`src/rtl/systolic_skew_feeder.sv`:
```
// systolic_skew_feeder
//   Diagonal input skewer for a systolic PE array. Each handshake accepts one
//   packed vector of LANES elements. Lane k is delayed by k extra pipeline
//   steps, so the elements reach the array rows along a diagonal wavefront.
//   After the word flagged as last, the block keeps stepping with zero data
//   until the whole diagonal has left the pipeline, then pulses done_o.
//
// Ports
//   clk_i, rst_ni   clock, asynchronous active-low reset
//   en_i            global enable; 0 holds all state (step_o/done_o drop to 0)
//   flush_i         synchronous clear of pipeline and FSM (only when en_i=1)
//   in_valid_i/in_ready_o/in_last_i/word_i   input word handshake
//   out_ready_i     downstream can advance; 0 freezes the skew pipeline
//   skew_o          tail register of each lane (lane k at [k*DATA_W +: DATA_W])
//   out_valid_o     lane k tail holds new, real data this cycle
//   step_o          pipeline advanced on the previous edge
//   busy_o          FSM not idle
//   done_o          one-cycle pulse when the drain completes
//   word_cnt_o      accepted-word counter (only with SKEW_ACC_CNT_EN)
//
// Build option
//   SKEW_ACC_CNT_EN  adds word_cnt_o, a wrapping count of accepted words that
//                    only reset clears.
module systolic_skew_feeder #(
  parameter int unsigned LANES  = 8,
  parameter int unsigned DATA_W = 8,
  parameter int unsigned CNT_W  = 32
) (
  input  logic                      clk_i,
  input  logic                      rst_ni,
  input  logic                      en_i,
  input  logic                      flush_i,
  input  logic                      in_valid_i,
  output logic                      in_ready_o,
  input  logic                      in_last_i,
  input  logic [LANES*DATA_W-1:0]   word_i,
  input  logic                      out_ready_i,
  output logic [LANES*DATA_W-1:0]   skew_o,
  output logic [LANES-1:0]          out_valid_o,
  output logic                      step_o,
  output logic                      busy_o,
  output logic                      done_o
`ifdef SKEW_ACC_CNT_EN
  ,
  output logic [CNT_W-1:0]          word_cnt_o
`endif
);

  localparam int unsigned DCW = (LANES > 1) ? $clog2(LANES) : 1;

  typedef enum logic [1:0] {
    ST_IDLE,
    ST_RUN,
    ST_DRAIN
  } state_e;

  if (LANES < 1 || CNT_W < 1) begin : g_param_check
    $error("systolic_skew_feeder: LANES and CNT_W must be at least 1");
  end

  state_e           state_q, state_d;
  logic [DCW-1:0]   drain_cnt_q, drain_cnt_d;
  logic             step_q, step_d;
  logic             done_q, done_d;
  logic             accept;
  logic             adv;
  logic [LANES-1:0] tail_vld;

  assign in_ready_o = en_i & out_ready_i & ~flush_i & (state_q != ST_DRAIN);
  assign accept     = in_valid_i & in_ready_o;
  // The whole triangle steps together, so bubbles and stalls never break
  // the diagonal alignment between lanes.
  assign adv        = en_i & out_ready_i & ~flush_i &
                      (accept | (state_q == ST_DRAIN));

  // Lane k: k+1 stages of data plus valid; stage k is the visible tail.
  for (genvar k = 0; k < LANES; k++) begin : g_lane
    logic [DATA_W-1:0] data_q [0:k];
    logic [DATA_W-1:0] data_d [0:k];
    logic [k:0]        vld_q, vld_d;

    always_comb begin
      data_d = data_q;
      vld_d  = vld_q;
      if (flush_i) begin
        data_d = '{default: '0};
        vld_d  = '0;
      end else if (adv) begin
        // Drain steps inject zero data marked invalid.
        data_d[0] = accept ? word_i[k*DATA_W +: DATA_W] : '0;
        vld_d[0]  = accept;
        for (int unsigned j = 1; j < k + 1; j++) begin
          data_d[j] = data_q[j-1];
          vld_d[j]  = vld_q[j-1];
        end
      end
    end

    always_ff @(posedge clk_i or negedge rst_ni) begin
      if (!rst_ni) begin
        data_q <= '{default: '0};
        vld_q  <= '0;
      end else if (en_i) begin
        data_q <= data_d;
        vld_q  <= vld_d;
      end
    end

    assign skew_o[k*DATA_W +: DATA_W] = data_q[k];
    assign tail_vld[k]                = vld_q[k];
  end

  always_comb begin
    state_d     = state_q;
    drain_cnt_d = drain_cnt_q;
    step_d      = adv;
    done_d      = 1'b0;
    if (en_i) begin
      if (flush_i) begin
        state_d     = ST_IDLE;
        drain_cnt_d = '0;
      end else if (accept) begin
        if (!in_last_i) begin
          state_d = ST_RUN;
        end else if (LANES > 1) begin
          state_d     = ST_DRAIN;
          drain_cnt_d = DCW'(LANES - 1);
        end else begin
          state_d = ST_IDLE;
          done_d  = 1'b1;
        end
      end else if (adv) begin
        // Without an accept, adv only occurs while draining.
        drain_cnt_d = drain_cnt_q - 1'b1;
        if (drain_cnt_q == DCW'(1)) begin
          state_d = ST_IDLE;
          done_d  = 1'b1;
        end
      end
    end
  end

  always_ff @(posedge clk_i or negedge rst_ni) begin
    if (!rst_ni) begin
      state_q     <= ST_IDLE;
      drain_cnt_q <= '0;
      step_q      <= 1'b0;
      done_q      <= 1'b0;
    end else begin
      state_q     <= state_d;
      drain_cnt_q <= drain_cnt_d;
      step_q      <= step_d;
      done_q      <= done_d;
    end
  end

  assign out_valid_o = tail_vld & {LANES{step_q}};
  assign step_o      = step_q;
  assign busy_o      = (state_q != ST_IDLE);
  assign done_o      = done_q;

`ifdef SKEW_ACC_CNT_EN
  logic [CNT_W-1:0] word_cnt_q, word_cnt_d;

  always_comb begin
    word_cnt_d = word_cnt_q;
    if (accept) word_cnt_d = word_cnt_q + 1'b1;
  end

  always_ff @(posedge clk_i or negedge rst_ni) begin
    if (!rst_ni) word_cnt_q <= '0;
    else         word_cnt_q <= word_cnt_d;
  end

  assign word_cnt_o = word_cnt_q;
`endif

endmodule

```
`config.mk`:
```
export PLATFORM = sky130hd
export DESIGN_NAME = systolic_skew_feeder
export DESIGN_NICKNAME = d
export VERILOG_FILES = /design/src/rtl/systolic_skew_feeder.sv
export SDC_FILE = /design/constraint.sdc
export NUM_CORES = 1
export LEC_CHECK = 0
export BUFFER_PORTS_ARGS = -buffer_cell sky130_fd_sc_hd__buf_2
export CORE_UTILIZATION = 50
export DETAILED_ROUTE_END_ITERATION = 8
export PLACE_DENSITY = 0.77
export SETUP_SLACK_MARGIN = 0.5
export SYNTH_ARGS = -nofsm -noshare
export SYNTH_HDL_FRONTEND = slang
export SYNTH_SLANG_ARGS = --single-unit
```
`constraint.sdc`:
```
create_clock -name clk_i -period 3.9 [get_ports clk_i]
set_clock_uncertainty 0.05 [all_clocks]
set_input_delay 0 -clock clk_i [delete_from_list [all_inputs] [get_ports clk_i]]
set_output_delay 0 -clock clk_i [all_outputs]
set_load 0.01 [all_outputs]
```
==> impl_metrics.ini <==
[power]
power.density_cell_area_nw_per_um2 = 456
power.share.switching_pct = 23.5
pwr-share-seq_pct = 45.5
p_int_mw = 5.71
power.clock.fraction_pct = 42.7
total_leakage_power_nw = 8.29
combPwrFrac_pct = 11.8
worst_ir_drop_vdd_mv = 0.318
total_switching_power_mw = 1.76
design_power_total_mw = 7.47

[detailed_routing]
drtAntennaViolNets = 0
detailroute.via_count = 7797
detailedRoute.firstIterationViolations = 455
dr.pass1.iters = 4
totalWireLength_microns = 25400
drc = 0
routed_wire_length_per_instance_microns = 16.5
vias_per_cell = 5.06

[placed_design]
finalWeightedCongestion = 0.783
hpwl_microns = 14100
dp_cells = 1410
buffer_ports.inserted = 146

[floorplan]
initial_utilization_pct = 51.5
die_width_microns = 170
fp-row-count = 60
floorplan.die.height_microns = 170
floorplan.die_area_sq_um = 28800
design.core.area_sq_um = 27300
io-pin-count = 147

[job]
timing.max_cap.violations = 0

[timing]
finalWorstPathRequiredPeriod_ps = 2370
rsz0062_at_grt = false
hold_violations = 0
setup_viol_count_final = 0
setup_tns_ps = 0
tightestPinTransition_ps = 1060
fmaxAchievable_mhz = 422
max-slew-margin-rel_pct = 29.0
timing.final.crit_share_pct = 60.7
final_slew_viol_count = 0

[finish]
finish.net_count = 1217
n_fill_cell = 2107
area.sequential_sq_um = 7580
layout-drive-gt1-share_pct = 38.0
layoutNonFillerInstCount = 1542
areaGrowthSynthToFinish_pct = 16.7
multiInputGateArea_sq_um = 5620

[clock_tree]
cts.hold.buffers_added = 70
htree_levels = 2
root_buffer = sky130_fd_sc_hd__clkbuf_16
cts_max_path_buffers = 3
post_cts.resized_instances = 0
clk_latency_ps = 490
number_of_buffers_inserted_during_clock_tree_synthesis = 34
post-cts-setup-buffers = 0
clkSinkCount = 303
tritoncts = yes
path_clk_slew_ps = 60

[synthesis]
synth_largest_type_area_fraction_pct = 54.0
netlist-cell-type-count = 34
ys_async_sr_fraction_pct = 100
sequential_element_share_of_the_synthesized_area_pct = 54.0
ys.warnings.count = 0
synth.net_count = 1075
post_synth_inst_count = 1002
netlist.top_cell.by_area = sky130_fd_sc_hd__dfrtp_1
synth_top_cells_by_area = sky130_fd_sc_hd__dfrtp_1, sky130_fd_sc_hd__mux2_4, sky130_fd_sc_hd__nor2b_1
syn-cell-area_sq_um = 14000
synth-edff-count = 0
synth_seq_cells = 303
synth.avg_cell_area_sq_um = 14.0
synthFlopType = sky130_fd_sc_hd__dfrtp_1

[global_routing]
grt_pass1_vias = 8112
gr_usage_total_pct = 18.3
global_route_wire_length_before_repair_microns = 42700
number_of_antenna_violations_at_the_first_check_in_global_routing = 2
gr-total-overflow = 0
largest_net_degree_at_the_start_of_global_routing = 134

[critical_path]
worst_setup_path_start_kind = flip-flop
worst_r2r_path_depth = 4
worstSetupPathType = flip-flop to flip-flop
worstPathMaxFanout = 67
worst_ep_arrival_time_ps = 2690
crit_path_end_kind = flip-flop
critical_path_required_ps = 4230

[run_status]
run_status = finished clean

[hold_path]
min_path_type = primary input to async pin
[per-layer routing]
metal  track usage, %  routed length, microns
met1             25.7                   12000
met2             28.4                   11700
met3             4.06                    1240
met4             5.33                     498
met5                0                       0
[power by group through the flow]
stage          Clock, mW  Sequential (mW)  Combinational [mW]
6_report            3.19             3.40               0.884
5_1_grt             3.38             3.42               0.957
4_1_cts             3.27             3.40               0.887
3_5_place_dp           0             3.45               0.825
3_3_place_gp           0             3.44               0.805
2_1_floorplan          0             3.42               0.636
[flip-flops by register name, summed over array words and instances, names as in the netlist]
name	count
step_o	1
skew_o	56
g_lane.data_q	232
done_o	1
g_lane.vld_q	8
state_q	2
drain_cnt_q	3
[metrics by stage]
stage | instance area, sq um | utilization (%) | setup WS, ps | hold slack [ps]
final | 16400 | 60.1 | 1530 | 72.0
after floorplan | 14000 | - | 2220 | -346
after global routing | 16400 | 60.1 | 1440 | 106
after CTS | 16400 | 60.1 | 1560 | 69.3
after detailed placement | 14600 | 53.4 | 1590 | 148
after global placement | 14600 | 53.4 | 1670 | 146
[logic make-up (layout without fill, tap and decap cells)]
logic type	Yosys count	after routing	share of synthesized area, %
buf+inv	128	294	6.14
fa+ha+maj	2	2	0.178
flops	303	303	54.0
other cells	0	2	0
compound gates	79	79	4.76
mux	231	231	23.3
simple gates	259	259	11.6
[critical path, stage by stage (launching register included)]
cell and delay [ps]:
sky130_fd_sc_hd__dfrtp_1 460, sky130_fd_sc_hd__nor2b_4 300, sky130_fd_sc_hd__o31a_2 210, sky130_fd_sc_hd__buf_4 770, sky130_fd_sc_hd__mux2_2 420
[layout by cell type, fill, tap and decap left out, types with 2 or more instances in the layout]
cell type and n:
sky130_fd_sc_hd__a31oi_1 2, sky130_fd_sc_hd__and2_1 8, sky130_fd_sc_hd__dlygate4sd3_1 70, sky130_fd_sc_hd__clkbuf_16 37, sky130_fd_sc_hd__o221ai_1 2, sky130_fd_sc_hd__clkbuf_1 10
sky130_fd_sc_hd__nor2b_1 231, sky130_fd_sc_hd__clkinv_2 5, sky130_fd_sc_hd__buf_12 2, sky130_fd_sc_hd__dfrtp_1 303, sky130_fd_sc_hd__buf_4 10, sky130_fd_sc_hd__clkbuf_8 7
sky130_fd_sc_hd__nand3b_1 2, sky130_fd_sc_hd__ha_1 2, sky130_fd_sc_hd__a22o_1 66, sky130_fd_sc_hd__bufinv_16 2, sky130_fd_sc_hd__nor3b_1 2, sky130_fd_sc_hd__diode_2 2
sky130_fd_sc_hd__nand2_1 4, sky130_fd_sc_hd__mux2_4 179, sky130_fd_sc_hd__inv_1 6, sky130_fd_sc_hd__buf_2 144, sky130_fd_sc_hd__a21oi_1 2, sky130_fd_sc_hd__nand2b_1 4
sky130_fd_sc_hd__mux2_2 52
[Yosys cell counts, types with 2 or more instances]
cell type / number
sky130_fd_sc_hd__nand2b_1: 4
sky130_fd_sc_hd__o221ai_1: 2
sky130_fd_sc_hd__a21oi_1: 2
sky130_fd_sc_hd__nor2b_1: 231
sky130_fd_sc_hd__a22o_1: 66
sky130_fd_sc_hd__a31oi_1: 2
sky130_fd_sc_hd__and2_1: 8
sky130_fd_sc_hd__mux2_4: 179
sky130_fd_sc_hd__nand2_1: 4
sky130_fd_sc_hd__dfrtp_1: 303
sky130_fd_sc_hd__inv_1: 6
sky130_fd_sc_hd__mux2_2: 52
sky130_fd_sc_hd__clkbuf_1: 29
sky130_fd_sc_hd__buf_2: 17
sky130_fd_sc_hd__ha_1: 2
sky130_fd_sc_hd__nand3b_1: 2
sky130_fd_sc_hd__buf_4: 56
sky130_fd_sc_hd__nor3b_1: 2
sky130_fd_sc_hd__buf_6: 20
[area by class of cell]
type | instances | area share [%]
clock inverter | 7 | 0.519
tap | 372 | 2.84
sequential | 303 | 46.3
inverter | 6 | 0.137
antenna | 2 | 0.0305
timing repair buffer | 228 | 9.55
clock buffer | 53 | 6.38
multi-input combinational | 571 | 34.3
[worst paths after layout]
check,slack [ps],to,start
max,1530,g_lane[3].data_q[18]$_DFFE_PN0P_,state_q[1]$_DFFE_PN0P_
min,70,skew_o[56]$_DFFE_PN0P_,rst_ni
max reg2reg,1530,g_lane[3].data_q[18]$_DFFE_PN0P_,state_q[1]$_DFFE_PN0P_
min reg2reg,450,g_lane[7].data_q[39]$_DFFE_PN0P_,g_lane[7].data_q[39]$_DFFE_PN0P_
max in group asynchronous,2480,g_lane[4].data_q[36]$_DFFE_PN0P_,rst_ni
min in group clk_i,90,skew_o[28]$_DFFE_PN0P_,flush_i
No activity file was read; power rests on OpenSTA's default activity.
